`src/rtl/servo_pkg.sv`:
```
// Shared constants and types for the multi-channel servo PWM generator.
// Holds the default timing/width parameters and the legacy 2-bit direction codes.
package servo_pkg;

    localparam int unsigned DEF_NUM_CH   = 2;
    localparam int unsigned DEF_CNT_W    = 6;
    localparam int unsigned DEF_PERIOD   = 40;
    localparam int unsigned DEF_MIN_W    = 2;
    localparam int unsigned DEF_MAX_W    = 4;
    localparam int unsigned DEF_CENTER_W = 3;
    localparam int unsigned DEF_STEP     = 1;

    // Legacy steering direction codes from the original fixed 3-way decoder.
    typedef enum logic [1:0] {
        DIR_MID   = 2'b00,
        DIR_RIGHT = 2'b01,
        DIR_LEFT  = 2'b10
    } dir_e;

    // Pulse width, in counts, that each legacy direction code used to produce.
    function automatic int unsigned dir_width(input dir_e dir);
        case (dir)
            DIR_LEFT:  return DEF_MAX_W;
            DIR_RIGHT: return DEF_MIN_W;
            default:   return DEF_CENTER_W;
        endcase
    endfunction

endpackage

```
`src/rtl/servo_pwm_multi_if.sv`:
```
// Channel-target write bus for servo_pwm_multi.
// The master drives a one-cycle wr_en strobe with the channel index and requested width.
interface servo_pwm_multi_if #(
    parameter int unsigned NUM_CH = 2,
    parameter int unsigned CNT_W  = 6
) ();

    localparam int unsigned CH_W = (NUM_CH > 1) ? $clog2(NUM_CH) : 1;

    logic             wr_en;
    logic [CH_W-1:0]  wr_ch;
    logic [CNT_W-1:0] wr_width;

    modport master (output wr_en, output wr_ch, output wr_width);
    modport slave  (input  wr_en, input  wr_ch, input  wr_width);

endinterface

```
`src/rtl/servo_ch.sv`:
```
// One servo PWM channel: target register with clamping, period-boundary update of the
// active width, and registered pwm/settled outputs.
// Optional macro SERVO_SLEW_LIMIT_EN limits the active-width change per period to STEP.
module servo_ch
    import servo_pkg::*;
#(
    parameter int unsigned CNT_W    = DEF_CNT_W,
    parameter int unsigned MIN_W    = DEF_MIN_W,
    parameter int unsigned MAX_W    = DEF_MAX_W,
    parameter int unsigned CENTER_W = DEF_CENTER_W,
    parameter int unsigned STEP     = DEF_STEP
) (
    input  logic             clk_dec,
    input  logic             rst_n,
    input  logic             en,
    input  logic             boundary,
    input  logic [CNT_W-1:0] cnt_next,
    input  logic             wr,
    input  logic [CNT_W-1:0] wr_width,
    output logic             pwm,
    output logic             settled
);

    localparam int unsigned XW = CNT_W + 1;
    localparam logic [CNT_W:0] MIN_X = XW'(MIN_W);
    localparam logic [CNT_W:0] MAX_X = XW'(MAX_W);

`ifdef SERVO_SLEW_LIMIT_EN
    localparam int unsigned MAX_MOVE = STEP;
`else
    // A permitted move larger than any possible width difference makes active_w snap to target.
    localparam int unsigned MAX_MOVE = STEP + (1 << CNT_W);
`endif
    localparam logic [CNT_W:0] MOVE_X = XW'(MAX_MOVE);

    logic [CNT_W-1:0] target;
    logic [CNT_W-1:0] active_w;
    logic [CNT_W-1:0] target_next;
    logic [CNT_W-1:0] active_w_next;
    logic [CNT_W-1:0] clamped;
    logic [CNT_W-1:0] moved;
    logic [CNT_W:0]   wr_x;
    logic [CNT_W:0]   tgt_x;
    logic [CNT_W:0]   act_x;
    logic [CNT_W:0]   diff;
    logic [CNT_W:0]   stepped;

    // Clamp incoming writes and compute the boundary move of active_w toward the held target.
    always_comb begin
        wr_x    = {1'b0, wr_width};
        clamped = wr_width;
        diff    = '0;
        stepped = '0;

        if (wr_x < MIN_X) begin
            clamped = CNT_W'(MIN_W);
        end else if (wr_x > MAX_X) begin
            clamped = CNT_W'(MAX_W);
        end

        target_next = wr ? clamped : target;

        tgt_x = {1'b0, target};
        act_x = {1'b0, active_w};
        if (tgt_x >= act_x) begin
            diff    = tgt_x - act_x;
            stepped = act_x + MOVE_X;
        end else begin
            diff    = act_x - tgt_x;
            stepped = act_x - MOVE_X;
        end

        moved         = (32'(diff) <= MAX_MOVE) ? target : CNT_W'(stepped);
        active_w_next = boundary ? moved : active_w;
    end

    // Target/active width registers and the registered pwm and settled outputs.
    always_ff @(posedge clk_dec or negedge rst_n) begin
        if (!rst_n) begin
            target   <= CNT_W'(CENTER_W);
            active_w <= CNT_W'(CENTER_W);
            pwm      <= 1'b0;
            settled  <= 1'b1;
        end else begin
            target   <= target_next;
            active_w <= active_w_next;
            pwm      <= en && (cnt_next <= active_w_next);
            settled  <= (active_w_next == target_next);
        end
    end

endmodule

```
`src/rtl/servo_pwm_multi.sv`:
```
// Multi-channel servo/steering PWM generator running on clk_dec.
// Owns the shared 1..PERIOD counter, period_start and write decode; one servo_ch per channel.
// Optional macro SERVO_SLEW_LIMIT_EN enables per-period slew limiting in every channel.
module servo_pwm_multi
    import servo_pkg::*;
#(
    parameter int unsigned NUM_CH   = DEF_NUM_CH,
    parameter int unsigned CNT_W    = DEF_CNT_W,
    parameter int unsigned PERIOD   = DEF_PERIOD,
    parameter int unsigned MIN_W    = DEF_MIN_W,
    parameter int unsigned MAX_W    = DEF_MAX_W,
    parameter int unsigned CENTER_W = DEF_CENTER_W,
    parameter int unsigned STEP     = DEF_STEP
) (
    input  logic              clk_dec,
    input  logic              rst_n,
    input  logic              en,
    servo_pwm_multi_if.slave  wr_bus,
    output logic [NUM_CH-1:0] pwm,
    output logic              period_start,
    output logic [NUM_CH-1:0] settled
);

    localparam int unsigned CH_W = (NUM_CH > 1) ? $clog2(NUM_CH) : 1;

    logic [CNT_W-1:0]  cnt;
    logic [CNT_W-1:0]  cnt_next;
    logic              boundary;
    logic [NUM_CH-1:0] wr_sel;

    // Next counter value; a disabled generator parks at PERIOD so re-enabling starts at 1.
    always_comb begin
        cnt_next = cnt;
        if (!en) begin
            cnt_next = CNT_W'(PERIOD);
        end else if (cnt == CNT_W'(PERIOD)) begin
            cnt_next = CNT_W'(1);
        end else begin
            cnt_next = cnt + 1'b1;
        end
        boundary = en && (cnt_next == CNT_W'(1));
    end

    // One-hot channel select; indices at or beyond NUM_CH match nothing and are dropped.
    always_comb begin
        wr_sel = '0;
        for (int unsigned i = 0; i < NUM_CH; i++) begin
            wr_sel[i] = wr_bus.wr_en && (wr_bus.wr_ch == CH_W'(i));
        end
    end

    // Shared period counter and period_start pulse.
    always_ff @(posedge clk_dec or negedge rst_n) begin
        if (!rst_n) begin
            cnt          <= CNT_W'(PERIOD);
            period_start <= 1'b0;
        end else begin
            cnt          <= cnt_next;
            period_start <= boundary;
        end
    end

    for (genvar g = 0; g < NUM_CH; g++) begin : g_ch
        servo_ch #(
            .CNT_W    (CNT_W),
            .MIN_W    (MIN_W),
            .MAX_W    (MAX_W),
            .CENTER_W (CENTER_W),
            .STEP     (STEP)
        ) u_ch (
            .clk_dec  (clk_dec),
            .rst_n    (rst_n),
            .en       (en),
            .boundary (boundary),
            .cnt_next (cnt_next),
            .wr       (wr_sel[g]),
            .wr_width (wr_bus.wr_width),
            .pwm      (pwm[g]),
            .settled  (settled[g])
        );
    end

endmodule

```
`src/flat_wrapper.sv`:
```
// flat-port wrapper written by rule: the top's interface ports become plain ports
module servo_pwm_multi_flat import servo_pkg::*;
#(
    parameter int unsigned NUM_CH   = DEF_NUM_CH,
    parameter int unsigned CNT_W    = DEF_CNT_W,
    parameter int unsigned PERIOD   = DEF_PERIOD,
    parameter int unsigned MIN_W    = DEF_MIN_W,
    parameter int unsigned MAX_W    = DEF_MAX_W,
    parameter int unsigned CENTER_W = DEF_CENTER_W,
    parameter int unsigned STEP     = DEF_STEP
)
  (clk_dec, rst_n, en, pwm, period_start, settled, wr_bus_wr_en, wr_bus_wr_ch, wr_bus_wr_width);
  servo_pwm_multi_if #(.NUM_CH(NUM_CH), .CNT_W(CNT_W)) wr_bus_i ();
  input  logic clk_dec;
  input  logic rst_n;
  input  logic en;
  output logic [NUM_CH-1:0] pwm;
  output logic period_start;
  output logic [NUM_CH-1:0] settled;
  input wire logic [$bits(wr_bus_i.wr_en)-1:0] wr_bus_wr_en;
  input wire logic [$bits(wr_bus_i.wr_ch)-1:0] wr_bus_wr_ch;
  input wire logic [$bits(wr_bus_i.wr_width)-1:0] wr_bus_wr_width;
  assign wr_bus_i.wr_en = wr_bus_wr_en;
  assign wr_bus_i.wr_ch = wr_bus_wr_ch;
  assign wr_bus_i.wr_width = wr_bus_wr_width;
  servo_pwm_multi #(.NUM_CH(NUM_CH), .CNT_W(CNT_W), .PERIOD(PERIOD), .MIN_W(MIN_W), .MAX_W(MAX_W), .CENTER_W(CENTER_W), .STEP(STEP)) u_core (.clk_dec(clk_dec), .rst_n(rst_n), .en(en), .wr_bus(wr_bus_i), .pwm(pwm), .period_start(period_start), .settled(settled));
endmodule
```
`config.mk`:
```
export PLATFORM = sky130hd
export DESIGN_NAME = servo_pwm_multi_flat
export DESIGN_NICKNAME = d
export VERILOG_FILES = /design/src/rtl/servo_pkg.sv /design/src/rtl/servo_pwm_multi_if.sv /design/src/rtl/servo_ch.sv /design/src/rtl/servo_pwm_multi.sv /design/src/flat_wrapper.sv
export SDC_FILE = /design/constraint.sdc
export NUM_CORES = 1
export LEC_CHECK = 0
export BUFFER_PORTS_ARGS = -buffer_cell sky130_fd_sc_hd__clkbuf_2
export CORE_MARGIN = 2
export CORE_UTILIZATION = 55
export DETAILED_ROUTE_END_ITERATION = 12
export HOLD_SLACK_MARGIN = 0.12
export PLACE_DENSITY = 0.72
export SETUP_SLACK_MARGIN = 0.02
export SKIP_LAST_GASP = 1
export SYNTH_ARGS = -nofsm -noshare
export SYNTH_HDL_FRONTEND = slang
export SYNTH_SLANG_ARGS = --single-unit
```
`constraint.sdc`:
```
create_clock -name clk_dec -period 8.1 [get_ports clk_dec]
set_input_delay 1.62 -clock clk_dec [delete_from_list [all_inputs] [get_ports clk_dec]]
set_output_delay 1.62 -clock clk_dec [all_outputs]
set_load 0.005 [all_outputs]
```
### Yosys cells after proc, flatten, opt, wreduce, memory -nomap -nowiden

Index checks and enable logic that the tools add are counted.
W data, S select, Z words.

* register bits after elaboration: 35
* bits in latches: 0
* bits in writable memories: 0
* bits in read-only memories: 0
* input bits: 11
* output and inout bits: 5
* logic and storage cells: 51
* memories: 0

* add/sub/neg operators: 9
* multipliers: 0
* div/mod/pow operators: 0
* magnitude comparators: 8
* eq/ne operators: 4
* shift operators: 0
* muxes and demuxes: 14
* bitwise operators: 1
* reductions and logical operators: 5

Operators with widths (number)
* $mux W6: 12
* $sub A6 B6 Y7: 4
* $add A6 B1 Y6 const B: 3
* $le A7 B7 Y1 const B: 2
* $mux W7: 2
* $eq A6 B6 Y1: 2
* $ge A6 B6 Y1: 2
* $le A6 B6 Y1: 2
* $sub A6 B1 Y6 const B: 2
* $eq A6 B1 Y1 const B: 1
* $eq A6 B6 Y1 const B: 1
* $gt A6 B3 Y1 const B: 1
* $lt A6 B2 Y1 const B: 1
* $logic_and A1 B1 Y1: 5
* $not A1 Y1: 1

### Longest topological paths before layout

Gate-level depths: netlist of run 1.

* word-level depth: 8
* depth in mapped cells: 22
* mapped depth without buffers: 21

### Cells and area by module

From an unflattened synthesis of run 1, not the netlist that was laid out.

* cells, all modules: 438
* area total of the unflattened synthesis: 3829.9 um2

Modules (own cells, without submodules)
* servo_ch (u_core.g_ch[0].u_ch): times used 1, cells an instance 221, area each 1835.5 um2, sequential area each 356.6 um2
* servo_ch (u_core.g_ch[1].u_ch): times used 1, cells an instance 180, area each 1610.3 um2, sequential area each 356.6 um2
* servo_pwm_multi: times used 1, cells an instance 37, area each 384.1 um2, sequential area each 177.7 um2

### Least setup slack after synthesis of run 1

No wires, ideal clock.

* path type: input-to-reg
* from: in en
* to: reg u_core.g_ch[0].u_ch.pwm
* setup time: 0.064 ns
* data arrival time: 4.267 ns
* data required time: 8.036 ns
* setup slack: 3.768 ns
* stages on the path: 14
* buffers on the path: 1
* cells stage by stage: and2_1 -> or3_1 -> or4_4 -> buf_6 -> o31ai_2 -> o311ai_4 -> ha_1 -> nor2b_1 -> o21a_1 -> o21a_1 -> o21ai_0 -> nand2b_1 -> a21oi_1 -> o21a_1

* cells in the longest elaborated chain, start to end: 6

Ends and longest elaborated chain
* start: declaration: line flat_wrapper.sv:16 `input logic en;`
* $mux W6: line servo_pwm_multi.sv:34 `if (!en) begin`
* $eq A6 B1 Y1: line servo_pwm_multi.sv:41 `boundary = en && (cnt_next == CNT_W'(1));`
* $logic_and A1 B1 Y1: line servo_pwm_multi.sv:41
* $mux W6: line servo_ch.sv:74 `active_w_next = boundary ? moved : active_w;`
* $le A6 B6 Y1: line servo_ch.sv:87 `pwm <= en && (cnt_next <= active_w_next);`
* $logic_and A1 B1 Y1 *: line servo_ch.sv:87
* end signal: assignment: line servo_ch.sv:87
* end: declaration: line servo_ch.sv:20 `output logic pwm,`

Every way passes the cells marked *; elsewhere a longest branch is shown, timed or not.

### Worst setup path in the final report of run 1

* from: reg u_core.g_ch[0].u_ch.target[4]
* to: reg u_core.g_ch[0].u_ch.pwm

* cells in the longest elaborated chain, start to end: 7
* elaborated cells on any way between the ends: 10
* classes of those cells: add/sub (2); order compare (3); mux (4); reduce/logical (1)

Ends and longest elaborated chain
* start: declaration: line servo_ch.sv:36 `logic [CNT_W-1:0] target;`
* start signal: assignment: line servo_ch.sv:80 `target <= CNT_W'(CENTER_W);`
* start signal: assignment: line servo_ch.sv:85 `target <= target_next;`
* $sub A6 B6 Y7 (tied with other cells): line servo_ch.sv:69 `diff = act_x - tgt_x;`
* $mux W7: line servo_ch.sv:65 `if (tgt_x >= act_x) begin`
* $le A7 B7 Y1: line servo_ch.sv:73 `moved = (32'(diff) <= MAX_MOVE) ? target : CNT_W'(stepped);`
* $mux W6 *: line servo_ch.sv:73
* $mux W6 *: line servo_ch.sv:74
* $le A6 B6 Y1 *: line servo_ch.sv:87
* $logic_and A1 B1 Y1 *: line servo_ch.sv:87

Marked as above.

==> results of run 1 <==
[state kept, by name (all words and copies together) (netlist names)]
register and cells:
u_core.cnt 6, u_core.g_ch.u_ch.active_w 12, u_core.g_ch.u_ch.pwm 2, u_core.g_ch.u_ch.settled 2, u_core.g_ch.u_ch.target 12, u_core.period_start 1
[where the power goes]
part,internal (uW),total (uW),leakage (uW),switching (uW)
clock,61.1,123,0.0000395,62.2
sequential,226,285,0.000418,59.1
combinational,482,1120,0.00132,637
[layer usage]
metal,wire length (um),global-route usage [%]
met1,4070,33.9
met3,302,3.43
met5,0,0
met4,106,7.24
met2,3920,37.9
[metrics by stage]
step           setup slack [ns]  instances
2_1_floorplan              3.77        434
3_3_place_gp               2.99        511
3_5_place_dp               2.89        511
4_1_cts                    3.18        519
5_1_grt                    2.74        519
6_report                   3.14        519
[final cells by class]
type | instances | area [um2] | area share, %
Inverter | 55 | 206 | 5.32
Tap cell | 80 | 100 | 2.58
Sequential cell | 35 | 891 | 22.9
Multi-Input combinational cell | 326 | 2530 | 65.2
Timing Repair Buffer | 15 | 75.1 | 1.93
Clock buffer | 8 | 80.1 | 2.06
[worst max-delay path: stages, from the launching register on]
cell and delay, ns:
dfrtp_1 0.38, inv_1 0.09, ha_1 0.44, a21o_1 0.27, a21oi_1 0.24, o21ai_1 0.17, inv_1 0.27, o31ai_1 0.14
a211oi_1 0.99, nor2_1 0.11, o31ai_2 0.34, o311ai_4 0.18, ha_1 0.33, nor2b_1 0.14, o21a_1 0.16, o21a_1 0.15
o21ai_0 0.15, nand2b_1 0.07, a21oi_1 0.13, o21a_1 0.13
[worst min path at each step]
| stage | slack (ns) | cells past startpoint | start | endpoint |
|---|---|---|---|---|
| final | 0.57 | 2 | u_core.g_ch[0].u_ch.target[0] | u_core.g_ch[0].u_ch.target[0] |
| after global routing | 0.61 | 2 | u_core.g_ch[1].u_ch.target[0] | u_core.g_ch[1].u_ch.target[0] |
| after CTS | 0.58 | 2 | u_core.g_ch[1].u_ch.target[1] | u_core.g_ch[1].u_ch.target[1] |
| after detailed placement | 0.56 | 2 | u_core.g_ch[0].u_ch.target[4] | u_core.g_ch[0].u_ch.target[4] |
| after global placement | 0.55 | 2 | u_core.g_ch[0].u_ch.target[4] | u_core.g_ch[0].u_ch.target[4] |
| after floorplan | 0.52 | 2 | u_core.g_ch[0].u_ch.target[4] | u_core.g_ch[0].u_ch.target[4] |
[cells by family (layout without fill, tap and decap cells)]
logic type                 count (synthesis)  after routing  synth area share (%)
AOI/OAI and AO/OA                        115            115                  22.7
xor gates and xnor gates                  26             26                  6.09
adders and majority gates                 52             52                  18.6
buffers and inverters                     73             78                  8.50
DFF                                       35             35                  23.8
muxes                                      9              9                  2.81
and+or+nand+nor                          124            124                  17.5
[Yosys cell counts (6+ instances only)]
cell     instances
a21o_1           8
a21oi_1         25
buf_4            8
dfrtp_1         23
dfstp_2         12
fa_1             6
ha_1            46
inv_1           55
mux2i_1          6
nand2_1         34
nand3_1          8
nand4_1          6
nor2_1          26
nor2b_1         10
o21a_1          11
o21ai_0         25
xnor2_1         19
xor2_1           7
==> flow_metrics.tcl, run 1 <==
set metrics [dict create \
    status "complete, no violations" \
    routed_wl_um 8400 \
    grt_pass1_vias 2977 \
    n_antenna_cell 0 \
    path_clk_slew_ns 0.07 \
    start_util_pct 56.0 \
    io_buffers 15 \
    power_density_mw_per_mm2 393 \
    grt_max_degree 36 \
    cts-root-buf "clkbuf_8" \
    grt_overflow 0 \
    timing.final.crit_share_pct 61.2 \
    critPathCaptureType "register" \
    leakagePower_uw 0.00177 \
    synth_area_leaders "dfrtp_1 (15%), ha_1 (15%), dfstp_2 (8.4%)" \
    synth_cells 434 \
    syn_area_mm2 0.00374 \
    power_uw 1530 \
    utilization_pct 58.1 \
    area_growth_pct 3.85 \
    r2r_end "u_core.g_ch[0].u_ch.pwm" \
    hpwl_um 6700 \
    post_synth_num_cell_types 71 \
    vdd_drop_max_mv 0.221 \
    fillers 603 \
    drtPass1Iterations 5 \
    drt_iter0_drc 233 \
    via_per_inst 6.00 \
    clock_latency_ns 0.29 \
    grt.total_usage_pct 23.9 \
    pin_count 16 \
    cts_buffer_depth 2 \
    post_cts_buffers 0 \
    critPathMaxFanout 11 \
    max_slew.worst_pin.slew_ns 1.22 \
    synth-main-ff-cell "dfrtp_1" \
    reg2reg_depth 19 \
    fin_nets 501 \
    stdcell_area_mm2 0.00388 \
    ys_ff_latch 35 \
    drtAntennaViolNets 0 \
    die_h_um 86.4 \
    arrival_ns 5.19 \
    yosys.area.top_type_share_pct 15.4 \
    rows 30 \
    antenna_found_initial 0 \
    drive_above_1_share_pct 12.3 \
    drv_slew 0 \
    max_freq_mhz 202 \
    grt_pass1_wl_um 14200 \
    dpl-instance-area_mm2 0.00380 \
    crit_path_start "u_core.g_ch[0].u_ch.target[4]" \
    die-area_mm2 0.00747 \
    final_common_cell "inv_1" \
    syn-num-nets 497 \
    cts_resized 0 \
    routabilityCongestion 0.864 \
    finalHoldViolCount 0 \
    maxCapViolations 0 \
    fin_setup_tns_ns 0 \
    tritoncts "built" \
    drc_errors 0 \
    r2r_setup_slack_ns 3.14 \
    via_count 3112 \
    cp-start-kind "register" \
    fin_skew_ns 0.0148 \
    core_mm2 0.00668 \
    critPathRequiredTime_ns 8.33 \
    avgSynthCellArea_um2 8.61 \
    r2r_start "u_core.g_ch[0].u_ch.target[4]" \
    synthArstFlopShare_pct 100 \
    ys_seq_area_share_pct 23.8 \
    hold_path.class "reg -> reg" \
    cts_buffers 5 \
    clock_sinks 35 \
    synth_largest_area_cell "dfrtp_1" \
    period_needed_ns 4.96 \
    crit_type "reg -> reg" \
    cts_hold_buf 0 \
    wl_per_cell_um 16.2 \
    fp.dieW_um 86.4 \
    mostFrequentLayoutCells "inv_1 (55), ha_1 (46), nand2_1 (34), nor2_1 (26)" \
    synth_edf_count 0 \
    rsz0062_at_grt "false" \
    endpoint "u_core.g_ch[0].u_ch.pwm" \
    finalSetupViolations 0 \
    hold_ws_ns 0.575 \
    ys_warn_count 0 \
    htree_num_levels 2 \
    relSlewSlack_pct 18.5 \
]
Power figures use the tool's default switching activity.
==> inputs of run 2 (changes only) <==
- PLACE_DENSITY: 0.72 -> 0.75
- clock period: 8.1 -> 4.2 ns (I/O delays scaled with it)
==> run 2 against run 1 <==
Worst hold slack lost 0.0077 ns. Sequential cell count did not move. Critical path depth did not move. Clock skew fell by 0.0062 ns. Via count is 6.0% higher. Combinational power grew 140%. Final cell count rose by 8.9%. Register-to-register slack got worse by 3.0 ns. Core utilization up 6.9 points. Highest routed layer unchanged. Clock power up 100%. Setup slack worse by 3.0 ns.
==> flow_metrics.tcl, run 2 (synthesized netlist as in run 1, its figures left out) <==
set metrics [dict create \
    status "complete, no violations" \
    n_antenna_cell 0 \
    leakagePower_uw 0.00202 \
    clock_sinks 35 \
    cts_buffers 5 \
    drtPass1Iterations 5 \
    critPathRequiredTime_ns 4.43 \
    drtAntennaViolNets 0 \
    relSlewSlack_pct 39.9 \
    power_uw 3470 \
    final_common_cell "inv_1" \
    fp.dieW_um 86.4 \
    instances_no_fill 565 \
    critPathMaxFanout 4 \
    via_per_inst 5.84 \
    period_needed_ns 4.09 \
    drive_above_1_share_pct 25.8 \
    worst_path_max_delay_cell "mux4_2" \
    cts_hold_buf 0 \
    grt_pass1_vias 3080 \
    setup_ws_ns 0.110 \
    maxCapViolations 0 \
    hold_path.class "reg -> reg" \
    reg2reg_depth 19 \
    htree_num_levels 2 \
    cpMostUsedCell "inv_1" \
    grt.total_usage_pct 25.0 \
    via_count 3299 \
    power_density_mw_per_mm2 798 \
    drv_slew 0 \
    hold_ws_ns 0.567 \
    drt_iter0_drc 271 \
    hp-start "u_core.g_ch[0].u_ch.target[4]" \
    max_freq_mhz 245 \
    routed_wl_um 9290 \
    grt_overflow 0 \
    cts-root-buf "clkbuf_8" \
    clock_latency_ns 0.29 \
    rsz0062_at_grt "true" \
    grt_max_degree 36 \
    arrival_ns 4.32 \
    grt_pass1_wl_um 14800 \
    area_growth_pct 16.3 \
    rows 30 \
    fin_nets 547 \
    cp-start-kind "register" \
    fin_skew_ns 0.00864 \
    worstHoldEndpoint "u_core.g_ch[0].u_ch.target[4]" \
    path_clk_slew_ns 0.07 \
    vdd_drop_max_mv 0.441 \
    die_h_um 86.4 \
    pin_count 16 \
    mostFrequentLayoutCells "inv_1 (54), ha_1 (45), buf_4 (45), nand2_1 (34), nor2_1 (25)" \
    core_mm2 0.00668 \
    cts_buffer_depth 2 \
    routabilityCongestion 0.973 \
    placedCellCount 536 \
    r2r_end "u_core.g_ch[0].u_ch.pwm" \
    crit_chain "inv_1, ha_4, inv_1, fa_2, a21o_1, or3_1, mux4_2, a211oi_4, o211ai_2, buf_4, or3_4, and3_4, inv_1, ha_1, o21a_1, o21ai_1, nand2b_1, a21oi_2, o21a_1" \
    whs_path_depth 2 \
    critPathCaptureType "register" \
    finalHoldViolCount 0 \
    r2r_setup_slack_ns 0.11 \
    wl_per_cell_um 16.4 \
    tritoncts "built" \
    fillers 533 \
    io_buffers 15 \
    drc_errors 0 \
    finalSetupViolations 0 \
    start_util_pct 56.0 \
    r2r_start "u_core.g_ch[0].u_ch.target[0]" \
    crit_type "reg -> reg" \
    die-area_mm2 0.00747 \
    pre_cts_ws_ns -0.0258 \
    timing.final.crit_share_pct 97.4 \
    top_regs "u_core.g_ch.u_ch.active_w: 12 flops, u_core.g_ch.u_ch.target: 12 flops, u_core.cnt: 6 flops" \
    slowest_delay_ns 0.50 \
    hpwl_um 6940 \
    fin_setup_tns_ns 0 \
    antenna_found_initial 0 \
    max_slew.worst_pin.slew_ns 0.902 \
]
==> run 2: area by class of cell <==
| class | instances | area, um2 | share of cell area, % |
|---|---|---|---|
| clock buffer | 6 | 72.6 | 1.67 |
| clock inverter | 2 | 13.8 | 0.317 |
| inverter | 55 | 206 | 4.75 |
| multi-input combinational | 326 | 2640 | 60.7 |
| sequential | 35 | 891 | 20.5 |
| tap | 80 | 100 | 2.30 |
| timing repair buffer | 61 | 424 | 9.76 |
==> run 2: timing repair <==
| action | CTS | global route |
|---|---|---|
| pin swaps | 3 | 13 |
| setup endpoints to repair | 2 | 4 |
| resized for setup | 5 | 25 |
| buffers inserted | 3 | 18 |
==> run 2: metrics by stage <==
step / cell area (um2) / util, %
final: 4350 / 65.1
after global routing: 4350 / 65.1
after CTS: 4120 / 61.6
after detailed placement: 3990 / 59.7
after global placement: 3990 / 59.7
after floorplan: 3740 / -
==> run 2: power breakdown <==
| group | internal [uW] | switching, uW | total [uW] |
|---|---|---|---|
| combinational | 1310 | 1400 | 2700 |
| clock | 117 | 129 | 246 |
| sequential | 433 | 85.3 | 519 |
| total | 1860 | 1610 | 3470 |
==> run 2: worst max-delay path by stage <==
stage / end / start / slack [ns] / cells past startpoint
detailed placement: u_core.g_ch[0].u_ch.pwm / u_core.g_ch[0].u_ch.active_w[0] / -0.03 / 18
CTS: u_core.g_ch[0].u_ch.pwm / u_core.g_ch[0].u_ch.active_w[0] / 0.03 / 18
finish: u_core.g_ch[0].u_ch.pwm / u_core.g_ch[0].u_ch.target[0] / 0.11 / 19
global placement: u_core.g_ch[1].u_ch.pwm / u_core.g_ch[1].u_ch.target[0] / 0.09 / 20
global route: u_core.g_ch[1].u_ch.pwm / u_core.g_ch[1].u_ch.target[0] / -0.13 / 20
floorplan: u_core.g_ch[0].u_ch.pwm / u_core.g_ch[0].u_ch.active_w[0] / 0.22 / 19
==> run 2: critical path: cells and delay by family (launching register included) <==
family / cells / cell delay, ns
AOI/OAI and AO/OA: 7 / 1.07
adders and majority gates: 3 / 0.73
buffers and inverters: 4 / 0.44
DFF: 1 / 0.39
muxes: 1 / 0.50
and+or+nand+nor: 4 / 0.90
==> run 2: per-layer routing <==
metal	up-vias	GRT usage [%]	routed length (um)
li1	1624	-	-
met1	1553	35.7	4320
met2	103	40.3	4370
met3	19	3.33	446
met4	0	5.97	161
met5	-	0	0
